--- config.mk ---
export PLATFORM = sky130hd
export DESIGN_NAME = des_round_scheduler
export DESIGN_NICKNAME = d
export VERILOG_FILES = /design/src/rtl/des_pkg.sv /design/src/rtl/des_shift_lut.sv /design/src/rtl/des_round_scheduler.sv
export SDC_FILE = /design/constraint.sdc
export NUM_CORES = 1
export LEC_CHECK = 0
export BUFFER_PORTS_ARGS = -buffer_cell sky130_fd_sc_hd__buf_2
export CAP_MARGIN = 10
export CORE_UTILIZATION = 30
export CTS_BUF_LIST = sky130_fd_sc_hd__clkbuf_16
export CTS_CLUSTER_DIAMETER = 120
export CTS_CLUSTER_SIZE = 8
export DETAILED_ROUTE_END_ITERATION = 7
export MAX_ROUTING_LAYER = met4
export PLACE_DENSITY = 0.62
export SLEW_MARGIN = 10
export SYNTH_ARGS = -nofsm -noshare
export SYNTH_HDL_FRONTEND = slang
export SYNTH_HIERARCHICAL = 1
export SYNTH_SLANG_ARGS = --single-unit
--- constraint.sdc ---
create_clock -name clk_i -period 2.3 [get_ports clk_i]
set_input_delay 0.115 -clock clk_i [delete_from_list [all_inputs] [get_ports clk_i]]
set_output_delay 0.115 -clock clk_i [all_outputs]
set_load 0.005 [all_outputs]
--- src/rtl/des_pkg.sv ---
`default_nettype none
// +----------------------------------------------------------------------+
// | des_pkg                                                              |
// | Shared state encoding and key-schedule shift tables for DES control. |
// | Revision: 1.0                                                        |
// +----------------------------------------------------------------------+
package des_pkg;

    localparam int NUM_ROUNDS_DEFAULT = 16;

    typedef enum logic [1:0] {
        ST_IDLE   = 2'd0,
        ST_ROUND  = 2'd1,
        ST_FINAL  = 2'd2,
        ST_OUTPUT = 2'd3
    } state_t;

    localparam logic [1:0] C_ENC_SHIFT [0:15] = '{
        2'd1, 2'd1, 2'd2, 2'd2, 2'd2, 2'd2, 2'd2, 2'd2,
        2'd1, 2'd2, 2'd2, 2'd2, 2'd2, 2'd2, 2'd2, 2'd1
    };

    function automatic logic [1:0] enc_shift(input logic [3:0] idx);
        return C_ENC_SHIFT[idx];
    endfunction

    // Decrypt walks the encrypt schedule backwards: entry i uses enc[16-i],
    // and round 0 starts from the unrotated C16/D16 (== C0/D0).
    function automatic logic [1:0] dec_shift(input logic [3:0] idx);
        logic [3:0] w_rev;
        w_rev = 4'd0 - idx;
        return (idx == 4'd0) ? 2'd0 : C_ENC_SHIFT[w_rev];
    endfunction

endpackage
`default_nettype wire

--- src/rtl/des_shift_lut.sv ---
`default_nettype none
// +----------------------------------------------------------------------+
// | des_shift_lut                                                        |
// | Per-round C/D rotate amount for encrypt or decrypt; 0 when disabled. |
// | Revision: 1.0                                                        |
// +----------------------------------------------------------------------+
module des_shift_lut
    import des_pkg::*;
#(
    parameter int ROUND_W = 4
) (
    input  logic [ROUND_W-1:0] round_i,
    input  logic               decrypt_i,
    input  logic               en_i,
    output logic [1:0]         shift_amt_o
);

    logic [3:0] w_idx;

    always_comb begin
        w_idx       = 4'(round_i);
        shift_amt_o = 2'd0;
        if (en_i) begin
            shift_amt_o = decrypt_i ? dec_shift(w_idx) : enc_shift(w_idx);
        end
    end

endmodule
`default_nettype wire

--- src/rtl/des_round_scheduler.sv ---
`default_nettype none
// +----------------------------------------------------------------------+
// | des_round_scheduler                                                  |
// | Control FSM sequencing load, 16 rounds, final permutation, output.   |
// | Revision: 1.0                                                        |
// +----------------------------------------------------------------------+
module des_round_scheduler
    import des_pkg::*;
#(
    parameter int NUM_ROUNDS = NUM_ROUNDS_DEFAULT,
    parameter int ROUND_W    = 4
) (
    input  logic               clk_i,
    input  logic               rst_i,
    input  logic               in_valid_i,
    output logic               in_ready_o,
    input  logic               decrypt_i,
    input  logic               flush_i,
    output logic               load_o,
    output logic               round_en_o,
    output logic [ROUND_W-1:0] round_o,
    output logic [1:0]         shift_amt_o,
    output logic               shift_dir_o,
    output logic               final_o,
    output logic               out_valid_o,
    input  logic               out_ready_i,
    output logic               busy_o
);

    state_t               r_state;
    state_t               w_state_next;
    logic [ROUND_W-1:0]   r_cnt;
    logic [ROUND_W-1:0]   w_cnt_next;
    logic                 r_mode;
    logic                 w_mode_next;
    logic                 w_accept;

    // The result register may be drained in the same cycle L/R is reloaded,
    // so OUTPUT can hand straight over to a new block.
    assign in_ready_o  = !rst_i && !flush_i &&
                         ((r_state == ST_IDLE) || ((r_state == ST_OUTPUT) && out_ready_i));
    assign w_accept    = in_valid_i && in_ready_o;

    assign load_o      = w_accept;
    assign round_en_o  = !rst_i && (r_state == ST_ROUND);
    assign round_o     = rst_i ? '0 : r_cnt;
    assign final_o     = !rst_i && (r_state == ST_FINAL);
    assign out_valid_o = !rst_i && (r_state == ST_OUTPUT);
    assign busy_o      = !rst_i && (r_state != ST_IDLE);
    assign shift_dir_o = busy_o && r_mode;

    always_comb begin
        w_state_next = r_state;
        w_cnt_next   = r_cnt;
        w_mode_next  = r_mode;
        case (r_state)
            ST_IDLE: begin
                if (w_accept) begin
                    w_state_next = ST_ROUND;
                    w_cnt_next   = '0;
                    w_mode_next  = decrypt_i;
                end
            end
            ST_ROUND: begin
                if (r_cnt == ROUND_W'(NUM_ROUNDS - 1)) begin
                    w_state_next = ST_FINAL;
                    w_cnt_next   = '0;
                end else begin
                    w_cnt_next   = r_cnt + ROUND_W'(1);
                end
            end
            ST_FINAL: begin
                w_state_next = ST_OUTPUT;
            end
            ST_OUTPUT: begin
                if (out_ready_i) begin
                    if (w_accept) begin
                        w_state_next = ST_ROUND;
                        w_cnt_next   = '0;
                        w_mode_next  = decrypt_i;
                    end else begin
                        w_state_next = ST_IDLE;
                    end
                end
            end
            default: begin
                w_state_next = ST_IDLE;
                w_cnt_next   = '0;
            end
        endcase
        if (flush_i) begin
            w_state_next = ST_IDLE;
            w_cnt_next   = '0;
        end
    end

    always_ff @(posedge clk_i) begin
        if (rst_i) begin
            r_state <= ST_IDLE;
            r_cnt   <= '0;
            r_mode  <= 1'b0;
        end else begin
            r_state <= w_state_next;
            r_cnt   <= w_cnt_next;
            r_mode  <= w_mode_next;
        end
    end

    des_shift_lut #(
        .ROUND_W (ROUND_W)
    ) u_shift_lut (
        .round_i     (round_o),
        .decrypt_i   (r_mode),
        .en_i        (round_en_o),
        .shift_amt_o (shift_amt_o)
    );

    always_ff @(posedge clk_i) begin
        if (!rst_i && round_en_o) begin
            assert (int'(round_o) < NUM_ROUNDS);
        end
        if (!rst_i) begin
            assert ($onehot0({load_o, round_en_o, final_o}));
        end
    end

endmodule
`default_nettype wire

# Yosys cells after proc, flatten, opt, wreduce, memory -nomap -nowiden
# Memory sizes are Yosys's and may differ from the RTL's.
# Cells that the tools add are included.
# op_classes
addsub	2
multipliers	0
div_mod_pow	0
n_lt_le_gt_ge	2
n_eq_ne	7
n_shift	0
n_mux	20
bitwise	2
reduce_logical	21
# ops
cell	count
2-bit two-way mux	10
4-bit two-way mux	4
4-bit case mux with 3 select lines	1
5-bit >= comparator (second input constant)	2
4-bit NOT with 5-bit output	2
1-bit logical AND	9
2-bit case mux with 4 select lines	1
4-bit by 1-bit adder with 4-bit output (second input constant)	1
2-bit == test (second input constant)	2
4-bit == test (second input constant)	1
4-bit logical NOT	1
2-bit inequality test (second input constant)	2
2-bit AND reduction	2
2-bit nonzero test	2
1-bit by 4-bit subtractor with 4-bit output (first input constant)	1
1-bit two-way mux	3
3-bit AND reduction	1
3-bit nonzero test	1
2-bit by 1-bit == test with 1-bit output (second input constant)	1
1-bit logical NOT	2
2-bit logical NOT	1
2-bit by 1-bit inequality test with 1-bit output (second input constant)	1
1-bit case mux with 2 select lines	1
2-bit OR reduction	1
1-bit logical OR	1
# word_totals
reg_bits	7
latch_bits	0
ram_bits	0
rom_bits	64
out_inout_bits	13
memories	2
# memory_table
memory	depth	word_bits	read_ports	rd_ports_with_merged_regs	write_ports	line_no	source
(name not given)	16	2	1	0	0	des_pkg.sv:24	return C_ENC_SHIFT[idx];
(name not given)	16	2	1	0	0	des_pkg.sv:32	return (idx == 4'd0) ? 2'd0 : C_ENC_SHIFT[w_rev];

# Longest topological paths before layout
# logic_depth
depth_word	9
ltp_mapped	8

# Cells and area by module
# Netlist, hierarchy kept.
# by_module_without_submodules
module	n_inst	cells_each	area_each_um2	seq_area_each_um2
des_round_scheduler	1	63	558.0	140.1
des_shift_lut	1	38	265.3	0.0

# Worst setup path before layout
# No wires, ideal clock.
# synth_path
kind	register -> output
startpoint	register r_cnt[0]
endpoint	output port shift_amt_o[0]
arrival_time_ns	1.601
slack_ns	0.584
stages_incl_launch_ff	6
path_cell_list	dfxtp_1 -> and2b_2 -> inv_1 -> ha_1 -> or4b_1 -> a31oi_1
# synth_between
elab_chain_cells	9
elab_cells_between_ends	14
cone_classes	add/sub: 1; mux: 8; bitwise: 2; reduce/logical: 1; memory: 2
# synth_rtl
item	line_no	source
start: declaration	des_round_scheduler.sv:32	logic [ROUND_W-1:0] r_cnt;
start signal: assignment	des_round_scheduler.sv:104	r_cnt <= w_cnt_next;
4-bit two-way mux (*)	des_round_scheduler.sv:46	assign round_o = rst_i ? '0 : r_cnt;
named net round_o[0]	des_round_scheduler.sv:21	output logic [ROUND_W-1:0] round_o,
1-bit by 4-bit subtractor with 4-bit output	des_pkg.sv:31	w_rev = 4'd0 - idx;
4-bit NOT with 5-bit output (implied by the code)	des_pkg.sv:32	
memory read 16 x 2 bit	-	
2-bit two-way mux (implied by the code) (2 in series)	des_pkg.sv:32	
2-bit two-way mux	des_pkg.sv:32	
2-bit two-way mux (*)	des_shift_lut.sv:24	shift_amt_o = decrypt_i ? dec_shift(w_idx) : enc_shift(w_idx);
2-bit two-way mux (*)	des_shift_lut.sv:23	if (en_i) begin
end: declaration	des_round_scheduler.sv:22	output logic [1:0] shift_amt_o,
# The timed path passes the listed nets; every way through them passes the cells marked *. The select of a mux whose other input is x is not followed.

# Worst setup path in the final report
# layout_path
startpoint	register r_cnt[0]
endpoint	output port shift_amt_o[0]
# layout_between
elab_chain_cells	9
elab_cells_between_ends	14
cone_classes	add/sub: 1; mux: 8; bitwise: 2; reduce/logical: 1; memory: 2
# layout_rtl
item	line_no
4-bit two-way mux (*)	des_round_scheduler.sv:46
1-bit by 4-bit subtractor with 4-bit output	des_pkg.sv:31
4-bit NOT with 5-bit output (implied by the code)	des_pkg.sv:32
memory read 16 x 2 bit	-
2-bit two-way mux (implied by the code) (2 in series)	des_pkg.sv:32
2-bit two-way mux	des_pkg.sv:32
2-bit two-way mux (*)	des_shift_lut.sv:24
2-bit two-way mux (*)	des_shift_lut.sv:23
# Mark *: on every way between the ends. The rest lies on a longest branch, timed or not. The select of a mux whose other input is x is not followed.

==> impl_metrics.py <==
metrics = {
    "run_status": {
        "outcome": "finished clean",
    },
    "drt": {
        "vias_per_cell": 5.19,
        "first_pass_iters": 4,
        "ant_nets": 0,
        "via_count": 773,
        "drt_iter0_markers": 12,
        "drc": 0,
        "wl_per_cell_um": 12.0,
        "wl_um": 1790,
    },
    "clock_network": {
        "path_clk_slew_ps": 40,
        "cts_tree": "yes",
        "cts_setup_buffers": 0,
        "clk_latency_ps": 230,
        "clockRootBuffer": "clkbuf_16",
        "cts.path.max_buffers": 2,
        "cts_buffers": 3,
        "hold_buffers": 0,
        "cts-htree-levels": 1,
        "clock-sinks": 7,
        "cts_resized": 0,
    },
    "layout": {
        "syn2layout_area_growth_pct": 21.4,
        "layout.nets": 139,
        "stdcell_area_um2": 1000,
        "finalNonFillerCells": 149,
        "n_antenna_cell": 0,
        "final_core_util": 0.393,
        "drive_gt1_frac": 0.252,
    },
    "flow_run": {
        "cap_violations": 0,
    },
    "critical_path": {
        "cp_slowest_cell": "or4b_1",
        "worstSetupStartpoint": "r_cnt[0]$_SDFFE_PP0P_",
        "end_kind": "primary output",
        "cp.required_ps": 2180,
        "cp-start-kind": "flop",
        "max_stage_delay_ps": 540,
        "critical_path.endpoint": "shift_amt_o[0]",
        "timing.rr.start": "r_state[1]$_SDFFE_PP0P_",
        "crit_path_max_fanout": 9,
        "reg2reg_to": "r_state[0]$_SDFFE_PP0P_",
        "cp_cell_sequence": "and2b_2, inv_1, ha_1, or4b_1, a31oi_1, buf_2",
        "regToRegSetupSlack_ps": 610,
        "crit_type": "flop to primary output",
        "worst_ep_arrival_time_ps": 2030,
        "rr_worst_depth": 5,
    },
    "floorplanning": {
        "die-area_um2": 2960,
        "start_util": 0.324,
        "rows": 18,
        "ios": 19,
        "core_um2": 2540,
        "dieWidth_um": 54.4,
        "die_h_um": 54.4,
    },
    "logic_synthesis": {
        "synth_top_area_share": 0.198,
        "ys_types": 38,
        "synth_top_area_cell": "ha_1",
        "synth_area_leaders": "ha_1 20%, dfxtp_1 17%, and2b_2 6.4%",
        "syn_inst": 101,
        "synth-seq-cells": 7,
        "syn_nets": 120,
        "avgSynthCellArea_um2": 8.15,
        "yosys_warnings": 6,
        "seq_area_frac_synth": 0.170,
        "syn-cell-area_um2": 823,
    },
    "timing": {
        "period_needed_ps": 2150,
        "rsz0062_at_grt": "no",
        "hold_ws_ps": 129,
        "final_hold_viol_count": 0,
        "finalClockSkew_ps": 0.839,
        "maxSlewHeadroom": 0.735,
        "worst_pin_slew_ps": 397,
        "setup_viol": 0,
        "slew_violations": 0,
        "layout_setup_ws_ps": 153,
        "fin_crit_sh": 0.933,
        "tns_ps": 0,
        "fmax_mhz": 466,
    },
    "hold_path": {
        "hold_depth": 3,
        "hold_class": "primary input to flop",
        "worstHoldStart": "decrypt_i",
    },
    "global_route": {
        "grt_pass1_wl_um": 2910,
        "grt_usage": 0.141,
        "antenna_found_initial": 0,
        "grt_max_degree": 13,
        "grt_pass1_vias": 689,
        "grt_overflow": 0,
    },
    "placement": {
        "hpwl_um": 1430,
        "placed_cells": 145,
        "port_buffers": 18,
        "dp_slack_ps": 406,
        "placed_cell_area_um2": 921,
        "place_congestion": 0.908,
    },
    "power": {
        "finalPower_mw": 0.489,
        "pwr_density_cell_nw_per_um2": 489,
        "p_leak_nw": 0.464,
        "vdd.ir_drop.worst_uv": 478,
    },
}
## critical path, delay by kind of cell (launching register included)
| kind | cells | cell delay (ps) |
|---|---|---|
| AOI/OAI and AO/OA | 1 | 160 |
| adders and majority gates | 1 | 280 |
| buffers and inverters | 2 | 210 |
| DFF | 1 | 360 |
| and+or+nand+nor | 2 | 790 |
## synth_stat cells
cell type,count
a211o_1,1
a211oi_1,1
a21oi_1,4
a221oi_1,1
a221oi_2,1
a31oi_1,2
a32oi_1,1
and2_1,2
and2b_1,1
and2b_2,6
and3_1,1
and3b_1,1
buf_6,2
clkbuf_1,2
dfxtp_1,7
ha_1,13
inv_1,7
mux2i_1,2
nand2_1,6
nand2b_1,1
nand3_1,3
nand3b_1,1
nand4_1,3
nand4b_1,2
nor2_1,10
nor2b_1,2
nor3_1,2
nor4_4,1
o2111ai_1,1
o21ai_0,5
o21bai_1,1
o311a_1,1
o31ai_1,1
o32ai_1,1
or2_1,2
or3_2,1
or4b_1,1
xor2_1,1
## registers in the layout (all words and copies together) (netlist names)
| signal | cells |
|---|---|
| r_mode | 1 |
| r_state | 2 |
| r_cnt | 4 |
## kinds of logic after synthesis
family,share of synthesized area
simple gates,0.348
compound gates,0.181
fa+ha+maj,0.198
buf+inv,0.0684
flops,0.170
mux,0.0243
xor+xnor,0.0106
## area by class of cell
type                    count  area, um2
clock buffers               3       75.1
clock inverters             1       3.75
fillers                   283       1550
inverters                   7       26.3
multi-input cells          83        627
flip-flops and latches      7        140
well taps                  30       37.5
repair buffers             18       90.1
## power breakdown
part           leakage, nW  switching, mW  internal, mW  total [mW]
registers           0.0567        0.00289         0.125       0.128
clock network       0.0423         0.0730         0.227       0.300
logic                0.365         0.0351        0.0264      0.0616
## per-layer routing
layer / vias to the layer above / GRT usage / part of all wire / routed length (um)
met3: 2 / 0.0333 / 0.039 / 70
met1: 355 / 0.167 / 0.49 / 885
li1: 397 / - / - / -
met4: 0 / 0.0385 / 0.012 / 21
met5: - / - / 0 / 0
met2: 19 / 0.236 / 0.45 / 816
## cell usage in the layout, fill, tap and decap left out, types with 2 or more instances in the layout
cell type / synthesis / routed
a21oi_1: 4 / 4
a31oi_1: 2 / 2
and2_1: 2 / 2
and2b_2: 6 / 6
buf_2: 0 / 18
clkbuf_16: 0 / 3
dfxtp_1: 7 / 7
ha_1: 13 / 13
inv_1: 7 / 8
mux2i_1: 2 / 2
nand2_1: 6 / 6
nand3_1: 3 / 3
nand4_1: 3 / 3
nand4b_1: 2 / 2
nor2_1: 10 / 10
nor2b_1: 2 / 2
nor3_1: 2 / 2
o21ai_0: 5 / 5
or2_1: 2 / 2
## worst min path at each step
stage / to
5_1_grt: r_mode$_SDFFE_PP0P_
6_report: r_mode$_SDFFE_PP0P_
4_1_cts: r_mode$_SDFFE_PP0P_
3_3_place_gp: r_mode$_SDFFE_PP0P_
2_1_floorplan: r_mode$_SDFFE_PP0P_
3_5_place_dp: r_mode$_SDFFE_PP0P_
Power figures use the tool's default switching activity.
